`src/rtl/store_buffer.sv`:
```
// Posted-write store buffer between MEM and the single-port DataMemory.
// Loads own the port unless they hit a pending store or the buffer is full.
module store_buffer #(
  parameter int         DEPTH = 4,
  parameter int         PTR_W = 2,
  parameter logic [1:0] W4    = 2'b10,
  parameter logic [1:0] W2    = 2'b01
) (
  input  logic             clk,
  input  logic             reset,
  input  logic             st_valid,
  output logic             st_ready,
  input  logic [31:0]      st_addr,
  input  logic [31:0]      st_data,
  input  logic [1:0]       st_width,
  input  logic [31:0]      st_pc,
  output logic             st_misalign,
  input  logic             ld_valid,
  input  logic [31:0]      ld_addr,
  input  logic [1:0]       ld_width,
  output logic             ld_stall,
  output logic             dm_we,
  output logic [31:0]      dm_addr,
  output logic [31:0]      dm_wdata,
  output logic [1:0]       dm_width,
  output logic [31:0]      dm_pc,
  output logic             empty,
  output logic [PTR_W:0]   count
);

  typedef struct packed {
    logic [31:0] addr;
    logic [31:0] data;
    logic [1:0]  width;
    logic [31:0] pc;
  } entry_t;

  localparam logic [PTR_W:0] FULL_CNT = DEPTH[PTR_W:0];

  entry_t             mem_q [DEPTH];
  entry_t             mem_d [DEPTH];
  logic [DEPTH-1:0]   valid_q, valid_d;
  logic [PTR_W-1:0]   head_q, head_d;
  logic [PTR_W-1:0]   tail_q, tail_d;
  logic [PTR_W:0]     count_q, count_d;

  logic mis, full, hit, enq, drain, ld_own;

  always_comb begin
    mis = ((st_width == W4) & (st_addr[1:0] != 2'b00)) |
          ((st_width == W2) & st_addr[0]);
    full = (count_q == FULL_CNT);
    hit = 1'b0;
    for (int i = 0; i < DEPTH; i++) begin
      if (valid_q[i] && mem_q[i].addr[31:2] == ld_addr[31:2])
        hit = 1'b1;
    end
    hit = hit & ld_valid;

    st_ready    = reset | !full;
    st_misalign = st_valid & mis;
    empty       = reset | (count_q == '0);
    count       = count_q;
    ld_stall    = !reset & ld_valid & (hit | full);

    ld_own = !reset & ld_valid & !ld_stall;
    drain  = !reset & !ld_own & (count_q != '0);
    enq    = !reset & st_valid & !full & !mis;

    dm_we    = 1'b0;
    dm_addr  = '0;
    dm_wdata = '0;
    dm_width = '0;
    dm_pc    = '0;
    if (ld_own) begin
      dm_addr  = ld_addr;
      dm_width = ld_width;
    end else if (drain) begin
      dm_we    = 1'b1;
      dm_addr  = mem_q[head_q].addr;
      dm_wdata = mem_q[head_q].data;
      dm_width = mem_q[head_q].width;
      dm_pc    = mem_q[head_q].pc;
    end

    mem_d   = mem_q;
    valid_d = valid_q;
    head_d  = head_q;
    tail_d  = tail_q;
    if (drain) begin
      valid_d[head_q] = 1'b0;
      head_d          = head_q + PTR_W'(1);
    end
    if (enq) begin
      mem_d[tail_q]   = '{st_addr, st_data, st_width, st_pc};
      valid_d[tail_q] = 1'b1;
      tail_d          = tail_q + PTR_W'(1);
    end
    count_d = count_q + {{PTR_W{1'b0}}, enq} - {{PTR_W{1'b0}}, drain};
  end

  always_ff @(posedge clk) begin
    if (reset) begin
      valid_q <= '0;
      head_q  <= '0;
      tail_q  <= '0;
      count_q <= '0;
    end else begin
      mem_q   <= mem_d;
      valid_q <= valid_d;
      head_q  <= head_d;
      tail_q  <= tail_d;
      count_q <= count_d;
    end
  end

endmodule

```
`config.mk`:
```
export PLATFORM = sky130hd
export DESIGN_NAME = store_buffer
export DESIGN_NICKNAME = d
export VERILOG_FILES = /design/src/rtl/store_buffer.sv
export SDC_FILE = /design/constraint.sdc
export NUM_CORES = 1
export LEC_CHECK = 0
export ABC_AREA = 1
export BUFFER_PORTS_ARGS = -buffer_cell sky130_fd_sc_hd__buf_2
export CORE_MARGIN = 2
export CORE_UTILIZATION = 52
export DETAILED_ROUTE_END_ITERATION = 10
export HOLD_SLACK_MARGIN = 0.03
export PLACE_DENSITY_LB_ADDON = 0.15
export SYNTH_ARGS = -nofsm -noshare
export SYNTH_HDL_FRONTEND = slang
export SYNTH_SLANG_ARGS = --single-unit
```
`constraint.sdc`:
```
create_clock -name clk -period 3.1 [get_ports clk]
set_input_delay 0 -clock clk [delete_from_list [all_inputs] [get_ports clk]]
set_output_delay 0 -clock clk [all_outputs]
set_load 0.005 [all_outputs]
```
After elaboration in Yosys (flattened, before gate mapping) --
Cells that the tools add are included.
Cells by class: add/sub/neg operators 4, magnitude comparators 7, eq/ne operators 7, muxes and demuxes 26, bitwise operators 22, reductions and logical operators 16
Operator list (number):
- $bwmux 392 | 1
- $mux 98 | 3
- $bmux 98 s2 | 1
- $demux 98 s2 | 1
- $mux 32 | 6
- $eq 30x30->1 | 4
- $and 1x1->1 | 12
- $mux 1 | 8
- $mux 4 | 2
- $logic_and 1x1->1 | 7
- $ge 3x3->1 const B | 2
- $lt 2x3->1 const B | 2
- $not 2->3 | 2
- $logic_not 1->1 | 5
- $add 2x1->2 const B | 2
- $and 4x4->4 | 1
- $demux 1 s2 | 2
- $ge 2x1->1 const B | 2
- $mux 2 | 2
- $not 4->4 | 1
- $or 1x1->1 | 4
- $or 4x4->4 | 1
- $add 3x1->3 | 1
- $eq 3x3->1 const B | 1
- other kinds (9) | 9
Storage, ports and cells: bits in registers 403, input bits 136, output and inout bits 106, word-level logic and storage cells 102

Depth between registers and ports, before layout --
depth in word-level cells 17, gate-level depth with buffers 21

Worst setup path after synthesis --
OpenSTA, ideal clock, no wires.
path type register to register, start point reg count_q[1] (netlist: count[1]), end point reg mem_q[0] (netlist bit), enable pin, library setup time 0.452 ns, arrival time 2.902 ns, data required time 2.648 ns, slack -0.254 ns, stages on the path, launching flop included 7, period minus slack after synthesis 3.354 ns, cell sequence dfxtp_1 > nor3_1 > nor3_1 > nand2_1 > inv_1 > nand2_1 > inv_1
Between the ends: cells in the longest elaborated chain, start to end 5
Ends and longest elaborated chain:
- start: declaration | RTL line 45 | logic [PTR_W:0] count_q, count_d;
- start signal: assignment | RTL line 113 | count_q <= count_d;
- $eq 3x3->1 | RTL line 52 | full = (count_q == FULL_CNT);
- $logic_not 1->1 | RTL line 68 | enq = !reset & st_valid & !full & !mis;
- $and 1x1->1 (2 in series) | RTL line 68
- $reduce_and 2->1 (no source line)
- end signal: assignment | RTL line 109 | mem_q <= mem_d;
- end: declaration | RTL line 40 | entry_t mem_q [DEPTH];
No other way between the ends. A chain may end at the register's enable or synchronous reset.

Worst setup path after layout --
start point reg mem_q[193] (netlist bit), end point out dm_addr[7]
Between the ends: cells in the longest elaborated chain, start to end 14
Ends and longest elaborated chain:
- $eq 30x30->1 (*) | RTL line 55 | if (valid_q[i] && mem_q[i].addr[31:2] == ld_addr[31:2])
- $logic_and 1x1->1 (*) | RTL line 55
- $mux 1 (*) (2 in series) | RTL line 55
- $and 1x1->1 (*) | RTL line 58 | hit = hit & ld_valid;
- $or 1x1->1 (*) | RTL line 64 | ld_stall = !reset & ld_valid & (hit | full);
- $and 1x1->1 (*) | RTL line 64
- $logic_not 1->1 (*) | RTL line 66 | ld_own = !reset & ld_valid & !ld_stall;
- $and 1x1->1 (*) | RTL line 66
- $logic_not 1->1 | RTL line 67 | drain = !reset & !ld_own & (count_q != '0);
- $and 1x1->1 (2 in series) | RTL line 67
- $mux 32 | RTL line 78 | end else if (drain) begin
- $mux 32 (*) | RTL line 75 | if (ld_own) begin
- end: declaration | RTL line 23 | output logic [31:0] dm_addr,
Mark *: on every way between the ends. The rest lies on a longest branch, timed or not.

==> summary.txt <==
Status
  – Status: finished clean

Timing
  – Slew headroom: 31.0%
  – Fin. Hold Viols: 0
  – Fin crit share: 95.7%
  – Fin Hold WS: 0.194 ns
  – Fmax: 337 MHz
  – TNS Setup: 0 ns
  – Setup violations, final: 0
  – Clock Skews: 0.0154 ns
  – Final slew viol count: 0
  – Tightest Pin Transition: 1.04 ns
  – Final WS setup: 0.133 ns
  – Final Critical Period: 2.97 ns

Power and ir drop
  – Comb power frac: 26.6%
  – Sw Pwr: 4.83 mW
  – Internal power: 10.5 mW
  – Seq pwr share: 41.0%
  – Cell area power density: 693 nW/um^2
  – Net Sw Frac: 31.5%
  – Leak: 9.08 nW
  – Clock Power Share: 32.4%
  – Maximum vdd ir drop: 0.549 mV

CTS
  – Inserted Clock Buffers: 43
  – Post-CTS setup buffer count: 0
  – Clock transition at path regs: 0.06 ns
  – Clk buf depth: 3
  – H-Tree Depth: 2
  – CTS tree: done
  – Clock root cell: clkbuf_16
  – Latest clock arrival within the worst-skew pair: 0.55 ns
  – CTS sink count: 403

Placement
  – Post-place setup slack: 0.325 ns
  – Gpl congestion: 0.918
  – DP Cell Count: 2307
  – Final HPWL DP: 29.6 mm
  – IO Port Bufs: 241

GRT
  – GRT Total Usage: 26.4%
  – First-pass GRT wire length: 72.9 mm
  – Global Route met3 Usage: 5.59%
  – GR peak layer: met2
  – Largest net degree at the start of global routing: 222
  – Number of global-route vias before repair: 13308
  – GR Overflow Total: 0
  – M1 GR Usage: 34.5%
  – Antenna violations before repair: 4
  – Grt met2 use: 44.1%

Worst setup path
  – Reg2Reg Depth: 16
  – Crit path kind: reg -> out
  – R2r setup slk: 0.39 ns
  – CP startpoint kind: flop
  – CP endpoint kind: output pin
  – Crit path DAT: 2.97 ns
  – Worst-path fanout max: 36
  – R2r endpoint: count[2]
  – WP data required: 3.10 ns
  – R2r startpoint: mem_q[193]

Detailed routing
  – DR pass1 iterations: 6
  – Post-DRT Antenna Nets: 0
  – Via count: 13480
  – Final WL: 47.5 mm
  – Vias per cell: 5.42
  – # DRC: 0
  – Routed length per placed instance: 19.1 um
  – Initial DRC count: 1124

Logic synthesis
  – Synth Net Count: 1823
  – Mapped Avg Cell Area: 10.7 um^2
  – Cell Area, Synth: 17900 um^2
  – Synth unique cells: 35
  – Synthesis-stage register bit count: 403
  – Post-synthesis sequential area ratio: 66.9%
  – Ys Warns: 0
  – Synthesized instance count: 1677

Floorplan
  – Num rows: 67
  – Starting Density: 53.2%
  – Core ar.: 33700 um^2
  – Die ar.: 36000 um^2
  – Die Ht: 190 um
  – IO Pins: 242
  – Chip width: 190 um

Hold path
  – Hold Crit Class: in -> reg
  – Hold endpoint: mem_q[103]
  – Hold Path Origin: st_pc[5]
  – Hold Crit Depth: 2

Final layout
  – Final net count: 2151
  – Share of cells above drive strength 1: 18.2%
  – Area grow syn2layout: 23.4%
  – Final Util: 65.6%
  – Non-filler cells, final: 2486

Run
  – Maxcap violations: 0
-- synthesized netlist by cell type (all sizes together) --
cell,instances,share of area [%]
xnor2,35,1.7
a31oi,1,0.035
ha,9,0.63
dfxtp,11,1.2
nand2,490,10
nor2,67,1.4
nand3,31,0.87
clkinv,3,0.063
fa,1,0.11
a211oi,65,2.9
o21ai,97,2.7
nor3,3,0.084
o22ai,7,0.24
or2,1,0.035
inv,163,3.4
clkbuf,63,1.3
xor2,6,0.29
a21boi,1,0.042
edfxtp,392,66
o211ai,6,0.25
a21oi,187,5.2
buf,21,0.68
o31ai,1,0.042
nand4,16,0.64
-- registers in the layout, indices dropped and copies added (netlist names) --
signal and cells:
tail_q 2, valid_q 4, count 3, head_q 2, mem_q 392
-- metal layers --
layer,wire (um),vias to the layer above
li1,-,6431
met1,19300,6418
met2,23000,541
met3,3880,90
met4,1380,0
met5,0,-
-- cells by family (layout without fill, tap and decap cells) --
| logic type | count (synthesis) | in the layout | share of synthesized area (%) |
|---|---|---|---|
| adder cells (fa/ha/maj) | 10 | 10 | 0.740 |
| AO/OA/AOI/OAI | 365 | 365 | 11.5 |
| other | 0 | 4 | 0 |
| AND/OR/NAND/NOR | 608 | 608 | 13.4 |
| XOR/XNOR | 41 | 41 | 2.00 |
| flip-flops | 403 | 403 | 66.9 |
| buffers and inverters | 250 | 607 | 5.50 |
-- critical path: stages (launching register included) --
cell and delay (ns):
edfxtp_1 0.44, xnor2_2 0.26, nand2_1 0.12, nor2_1 0.14
nand2_1 0.06, nor2_1 0.13, nand2_1 0.07, nand2_1 0.12
nor2_4 0.07, nand4_4 0.08, nand2_4 0.11, inv_8 0.27
nand3_1 0.12, o21ai_0 0.22, buf_2 0.20
-- repair_timing --
item,in CTS,in global routing
gates cloned,0,0
pin swaps,0,0
endpoints found under the hold margin,403,0
endpoints found under the setup margin,33,55
hold buffers,101,0
resized for setup,2,14
-- worst max path at each step --
stage                        end  depth (start not counted)        from  slack [ns]
floorplan               mem_q[0]                          7    count[2]        0.20
global placement        count[2]                         16  mem_q[193]        0.32
detailed placement      count[2]                         16  mem_q[193]        0.32
CTS                    dm_pc[11]                         13  mem_q[193]       0.007
global route        dm_wdata[24]                         13  mem_q[376]       -0.02
finish                dm_addr[7]                         14  mem_q[193]        0.13
-- stage by stage --
stage	total power [mW]	cell area, um^2
floorplan	8.88	17900
global placement	10.2	19700
detailed placement	10.3	19700
CTS	15.3	22000
global route	16.1	22100
finish	15.3	22100
-- power groups by stage --
stage	clock, mW	sequential, mW	combinational (mW)
floorplan	0	6.40	2.48
global placement	0	6.40	3.84
global route	5.24	6.31	4.54
finish	4.97	6.29	4.07
CTS	5.03	6.29	4.02
detailed placement	0	6.40	3.90
-- layout by cell type, fill, tap and decap left out, types with 44 or more instances in the layout --
cell           synthesis  routed
a211oi_1              57      46
inv_1                146     140
a21oi_1              187     187
o21ai_0               71      71
nand2_1              489     489
buf_2                 16     241
clkbuf_16              0      44
edfxtp_1             392     392
dlygate4sd3_1          0     101
nor2_1                66      66
-- final cells by class --
| type | count | area, um^2 |
|---|---|---|
| tap | 448 | 561 |
| timing repair buffer | 367 | 2540 |
| inverter | 166 | 651 |
| sequential | 403 | 12000 |
| antenna | 4 | 10.0 |
| clock buffer | 52 | 1130 |
| clock inverter | 22 | 226 |
| fill | 2681 | 11600 |
| multi-input combinational | 1024 | 5010 |
Power figures use the tool's default switching activity.
